File: src/rtl/piso_shifter.sv
// piso_shifter: parallel-in serial-out shifter with a power-of-two bit period.
//
// A word captured on an accepted load is shifted out MSB first, each bit held
// for 2^DIV_BITS clk cycles. busy marks the shifting interval, done pulses for
// one cycle after the last bit period, and ovr flags a load request made while
// a word was already in flight.
//
// Parameters
//   WIDTH     parallel word width in bits (>= 2)
//   DIV_BITS  log2 of the bit period in clk cycles (>= 1)
//
// Ports
//   clk   in   system clock, rising edge
//   rst   in   synchronous active-high reset
//   load  in   level-sampled request to start transmitting din
//   din   in   parallel word, sampled on an accepted load
//   sdo   out  serial data, MSB first; 0 while idle
//   busy  out  high while a word is being shifted out
//   done  out  one-cycle pulse after the final bit period
//   ovr   out  sticky: load requested while busy; cleared by rst or next accepted load
module piso_shifter #(
    parameter int unsigned WIDTH    = 8,
    parameter int unsigned DIV_BITS = 26
) (
    input  logic             clk,
    input  logic             rst,
    input  logic             load,
    input  logic [WIDTH-1:0] din,
    output logic             sdo,
    output logic             busy,
    output logic             done,
    output logic             ovr
);

    localparam int unsigned   CNT_W    = (WIDTH > 1) ? $clog2(WIDTH) : 1;
    localparam logic [CNT_W-1:0] LAST_BIT = CNT_W'(WIDTH - 1);

    typedef enum logic {
        IDLE  = 1'b0,
        SHIFT = 1'b1
    } state_e;

    state_e              state_q, state_d;
    logic [DIV_BITS-1:0] presc_q, presc_d;
    logic [CNT_W-1:0]    bit_cnt_q, bit_cnt_d;
    logic [WIDTH-1:0]    shreg_q, shreg_d;
    logic                sdo_q, sdo_d;
    logic                busy_q, busy_d;
    logic                done_q, done_d;
    logic                ovr_q, ovr_d;
    // Set while the load level that started the current word is still held;
    // a continuously held load must not count as an overrun.
    logic                hold_q, hold_d;
    logic                tick_c;

    // End of a bit period: prescaler at its all-ones terminal value.
    assign tick_c = (state_q == SHIFT) && (&presc_q);

    // Next-state and output decode.
    always_comb begin
        state_d   = state_q;
        presc_d   = presc_q;
        bit_cnt_d = bit_cnt_q;
        shreg_d   = shreg_q;
        ovr_d     = ovr_q;
        hold_d    = hold_q;
        done_d    = 1'b0;

        unique case (state_q)
            IDLE: begin
                presc_d = '0;
                if (load) begin
                    shreg_d   = din;
                    bit_cnt_d = '0;
                    ovr_d     = 1'b0;
                    hold_d    = 1'b1;
                    state_d   = SHIFT;
                end
            end

            SHIFT: begin
                // Free-running; wraps to 0 at the end of each bit period.
                presc_d = presc_q + DIV_BITS'(1);
                // A fresh rising request (not the held one) is an overrun.
                if (load && !hold_q) begin
                    ovr_d = 1'b1;
                end
                hold_d = hold_q & load;
                if (tick_c) begin
                    if (bit_cnt_q == LAST_BIT) begin
                        state_d   = IDLE;
                        bit_cnt_d = '0;
                        done_d    = 1'b1;
                    end else begin
                        shreg_d   = {shreg_q[WIDTH-2:0], 1'b0};
                        bit_cnt_d = bit_cnt_q + CNT_W'(1);
                    end
                end
            end
        endcase

        // Outputs registered from next-state values so they align with state_q.
        busy_d = (state_d == SHIFT);
        sdo_d  = (state_d == SHIFT) ? shreg_d[WIDTH-1] : 1'b0;
    end

    // State and output registers.
    always_ff @(posedge clk) begin
        if (rst) begin
            state_q   <= IDLE;
            presc_q   <= '0;
            bit_cnt_q <= '0;
            shreg_q   <= '0;
            sdo_q     <= 1'b0;
            busy_q    <= 1'b0;
            done_q    <= 1'b0;
            ovr_q     <= 1'b0;
            hold_q    <= 1'b0;
        end else begin
            state_q   <= state_d;
            presc_q   <= presc_d;
            bit_cnt_q <= bit_cnt_d;
            shreg_q   <= shreg_d;
            sdo_q     <= sdo_d;
            busy_q    <= busy_d;
            done_q    <= done_d;
            ovr_q     <= ovr_d;
            hold_q    <= hold_d;
        end
    end

    assign sdo  = sdo_q;
    assign busy = busy_q;
    assign done = done_q;
    assign ovr  = ovr_q;

endmodule

File: config.mk
export PLATFORM = sky130hd
export DESIGN_NAME = piso_shifter
export DESIGN_NICKNAME = d
export VERILOG_FILES = /design/src/rtl/piso_shifter.sv
export SDC_FILE = /design/constraint.sdc
export NUM_CORES = 1
export LEC_CHECK = 0
export ABC_AREA = 1
export BUFFER_PORTS_ARGS = -buffer_cell sky130_fd_sc_hd__clkbuf_2
export CORE_MARGIN = 4
export CORE_UTILIZATION = 50
export CTS_BUF_LIST = sky130_fd_sc_hd__clkbuf_8
export CTS_CLUSTER_SIZE = 16
export DETAILED_ROUTE_END_ITERATION = 8
export PLACE_DENSITY = 0.68
export SLEW_MARGIN = 20
export SYNTH_ARGS = -nofsm -noshare
export SYNTH_HDL_FRONTEND = slang
export SYNTH_SLANG_ARGS = --single-unit
File: constraint.sdc
create_clock -name clk -period 2 [get_ports clk]
set_clock_uncertainty 0.15 [all_clocks]
set_input_delay 0.1 -clock clk [delete_from_list [all_inputs] [get_ports clk]]
set_output_delay 0.1 -clock clk [all_outputs]
set_load 0.01 [all_outputs]
==> results by stage <==
Logic synthesis:
- The largest total area in the synthesized netlist belongs to sky130_fd_sc_hd__dfxtp_1.
- The mapped netlist covers 2090 um2.
- In the post-synthesis netlist, the biggest area contributors are sky130_fd_sc_hd__dfxtp_1 (40%), sky130_fd_sc_hd__nand2_1 (11%), sky130_fd_sc_hd__nor2_1 (7.3%), sky130_fd_sc_hd__inv_1 (5.6%), sky130_fd_sc_hd__a21oi_1 (5.0%).
- The synthesized design contains 42 register bits.
- By count the netlist is led by sky130_fd_sc_hd__nand2_1 (63), sky130_fd_sc_hd__dfxtp_1 (42), sky130_fd_sc_hd__nor2_1 (41).
- The number of unique standard cell types used by synthesis is 30.
- A synthesized cell averages 7.10 um2.
- The dominant synthesized flop cell is sky130_fd_sc_hd__dfxtp_1.
- The async set-or-reset flop fraction in the synthesized netlist is 0%.
- The synthesized instance count is 295.
- Sequential cells were found to cover 40.1% of the synthesized design area.
- The post-synthesis net count is 309.
- The count of flip-flops with a built-in enable after synthesis is 0.
- The proportion of netlist area held by the largest area contributor is 40.1%.
- The dominant cell by count in the synthesized netlist is sky130_fd_sc_hd__nand2_1.
- The number of warning messages in the yosys log is 0.

Critical path:
- In this run the worst setup path terminates at shreg_q[6].
- The kind of critical path is flop to flop.
- The endpoint type of the worst setup path is a flop.
- The data arrival at the endpoint of the critical path is 1.88 ns.
- The worst setup path is launched from a flop.
- In this run the critical register-to-register path is launched from presc_q[0].
- The start point of the critical path is presc_q[0].
- In this run the critical register-to-register path is captured at shreg_q[6].
- The depth of the most critical reg-to-reg path is 10.
- Of all nets on the critical path, the largest fanout is 13.
- At the worst endpoint, the required time is 2.05 ns.
- The setup slack on the worst flop-to-flop path is 0.17 ns.

Hold path:
- The tightest min-delay check is of the flop to flop type.

Floorplan:
- The core region is 4030 um2.
- The die covers 5290 um2.
- The initial standard-cell utilization of the core is 52.0%.
- The die is 72.7 um wide.
- The chip height is 72.7 um.
- The floorplan has 23 rows.
- Pin placement for this block handled 15 I/O pins.

Job:
- The number of max-capacitance violations reported is 0.

Clock tree:
- CTS placed an instance of sky130_fd_sc_hd__clkbuf_8 at the clock tree root.
- The depth of the CTS H-tree is 2.
- The number of clock sinks is 42.
- The clock transition at the register clock pins on the worst setup and hold paths after CTS is 0.09 ns.
- TritonCTS created 5 clock buffers.
- The clock latency reported for the late side of the worst-skew pair is 0.30 ns.
- The clock tree from TritonCTS is done.
- In this run the deepest clock path goes through 2 buffers.

Final layout:
- Summing all multi-input logic gate instances after layout gives 1120 um2.
- The number of nets in the layout is 341.
- The final standard cell utilization of the core is 60.7%.
- The synthesis-to-finish area growth is 16.7%.
- The share of layout cells above drive strength 1 is 14.6%.
- With fillers left out, the area of the finished cells amounts to 2440 um2.
- The combined flip-flop and latch cell area is 841 um2.
- The layout filler cell count is 391.
- The number of antenna diodes is 0.

Drt:
- The first detailed-routing pass took 4 iterations.
- Dividing the detail-routed wire length by the instance count gives 11.7 um.
- The number of vias per cell after detailed routing is 4.98.
- The total wire length is 4.42 mm.
- The initial DRC count is 95.
- The via count is 1,882.
- The detailed-route DRC error count is 0.
- The count of antenna-violating nets left after detailed routing is 0.

Placement:
- Once placement finished, the instance area stood at 2230 um2.
- The detailed-placement wirelength estimate is 3.23 mm.
- Input and output buffers added on the ports amount to 14.
- The routability congestion estimate is 0.829.

STA:
- The post-route fraction of the period consumed by the critical path is 91.5%.
- For the pin with the worst max-slew slack, the measured transition is 0.299 ns.
- The max-slew violation total from the final report is 0.
- Setup repair after global routing could not meet its margin everywhere.
- The worst-case headroom to the max-slew limit is 80.0%.
- The time the worst path needs with I/O delays and setup is 1.83 ns.
- For this run, the top clock speed supported by timing is 547 MHz.
- The total count of hold-check failures in the final report is 0.
- The number of endpoints failing setup at the final stage is 0.
- The final-layout worst hold slack is 0.307 ns.

GRT:
- The first-pass GRT wire length is 7.54 mm.
- The initial antenna violation count is 0.
- Across every metal layer, demand over resource in global routing totals 18.1%.
- The via count of the first global-routing pass came to 1,690.
- After global routing the overflow that remains totals 0.
- The maximum number of pins on one net before global-route repair is 20.

Pwr:
- The power per unit of standard cell area is 633 nW/um2.
- The standby leakage power is 0.925 nW.
- The peak ir drop on the vdd network is 522 uV.

Outcome:
- The run finished with clean final reports.
[metal layers]
layer | GRT usage [%] | share of wire [%] | up-vias
met5 | 0 | 0 | -
met4 | 6.76 | 1.6 | 0
met3 | 3.31 | 2.9 | 7
met2 | 27.7 | 46 | 20
met1 | 25.3 | 50 | 837
li1 | - | - | 1018
[worst min-delay path by stage]
stage	start	to	slack, ns	cells after the start
floorplan	load	ovr	0.09	2
global placement	din[0]	shreg_q[0]	0.19	3
detailed placement	din[0]	shreg_q[0]	0.20	3
CTS	presc_q[0]	presc_q[0]	0.31	1
global route	presc_q[0]	presc_q[0]	0.33	1
finish	presc_q[0]	presc_q[0]	0.31	1
[critical path, stage by stage (launching register included)]
cell and delay (ns):
sky130_fd_sc_hd__dfxtp_1 0.36, sky130_fd_sc_hd__ha_1 0.17, sky130_fd_sc_hd__nand2_1 0.11, sky130_fd_sc_hd__nor2_4 0.17
sky130_fd_sc_hd__nand2_4 0.10, sky130_fd_sc_hd__nor2_8 0.14, sky130_fd_sc_hd__nand3_4 0.14, sky130_fd_sc_hd__nand2_4 0.13
sky130_fd_sc_hd__nand2_8 0.10, sky130_fd_sc_hd__nor2_1 0.12, sky130_fd_sc_hd__nor2_1 0.05
[metrics by stage]
stage | power, mW | TNS (ns) | std cells | setup slack, ns
6_report | 1.55 | 0 | 378 | 0.170
3_5_place_dp | 0.993 | 0 | 359 | 0.133
3_3_place_gp | 0.992 | 0 | 359 | 0.166
4_1_cts | 1.56 | 0 | 377 | 0.116
5_1_grt | 1.61 | -0.00859 | 378 | -0.00859
2_1_floorplan | 0.960 | 0 | 295 | 0.268
[placed cells by master, fill, tap and decap left out, types with 2 or more instances in the layout]
master	count
sky130_fd_sc_hd__a21oi_1	21
sky130_fd_sc_hd__o21ai_0	16
sky130_fd_sc_hd__nor2_1	41
sky130_fd_sc_hd__dlygate4sd3_1	10
sky130_fd_sc_hd__xnor2_1	3
sky130_fd_sc_hd__nand2_2	8
sky130_fd_sc_hd__nor3_1	16
sky130_fd_sc_hd__xor2_1	2
sky130_fd_sc_hd__nand2_1	63
sky130_fd_sc_hd__clkinv_1	2
sky130_fd_sc_hd__clkbuf_8	5
sky130_fd_sc_hd__clkbuf_2	14
sky130_fd_sc_hd__nand3_1	15
sky130_fd_sc_hd__nor2_4	5
sky130_fd_sc_hd__dfxtp_1	42
sky130_fd_sc_hd__nor3b_1	3
sky130_fd_sc_hd__buf_4	5
sky130_fd_sc_hd__ha_1	3
sky130_fd_sc_hd__nand2_4	2
sky130_fd_sc_hd__inv_1	31
sky130_fd_sc_hd__nand4_1	5
[registers in the layout, indices dropped and copies added (netlist names)]
register / flops
bit_cnt_q: 3
ovr: 1
presc_q: 26
hold_q: 1
busy: 1
shreg_q: 8
sdo: 1
done: 1
[kinds of logic (layout without fill, tap and decap cells)]
group	Yosys count	after routing	share of synthesized area, %
compound gates	41	41	10.2
xor+xnor	5	5	2.09
fa+ha+maj	3	3	1.79
buf+inv	38	71	7.23
flops	42	42	40.1
simple gates	166	166	38.6
[cell type report]
| cell class | instances | area share [%] |
|---|---|---|
| clock buffers | 5 | 2.81 |
| clock inverters | 3 | 0.870 |
| inverters | 34 | 5.22 |
| multi-input cells | 215 | 45.7 |
| flip-flops and latches | 42 | 34.4 |
| well taps | 50 | 2.56 |
| repair buffers | 29 | 8.50 |
[power by group]
group	total, mW	switching [mW]	leakage, nW	internal, mW
logic	0.126	0.0713	0.540	0.0544
registers	0.865	0.00967	0.341	0.855
clock network	0.557	0.312	0.0441	0.245
total	1.55	0.393	0.925	1.15
[what timing repair did]
action / in CTS / in global routing
endpoints found under the setup margin: 0 / 9
hold endpoints to repair: 15 / 0
hold buffers: 10 / 0
buffers inserted: 0 / 1
resized for setup: 0 / 3
Power figures use the tool's default switching activity.
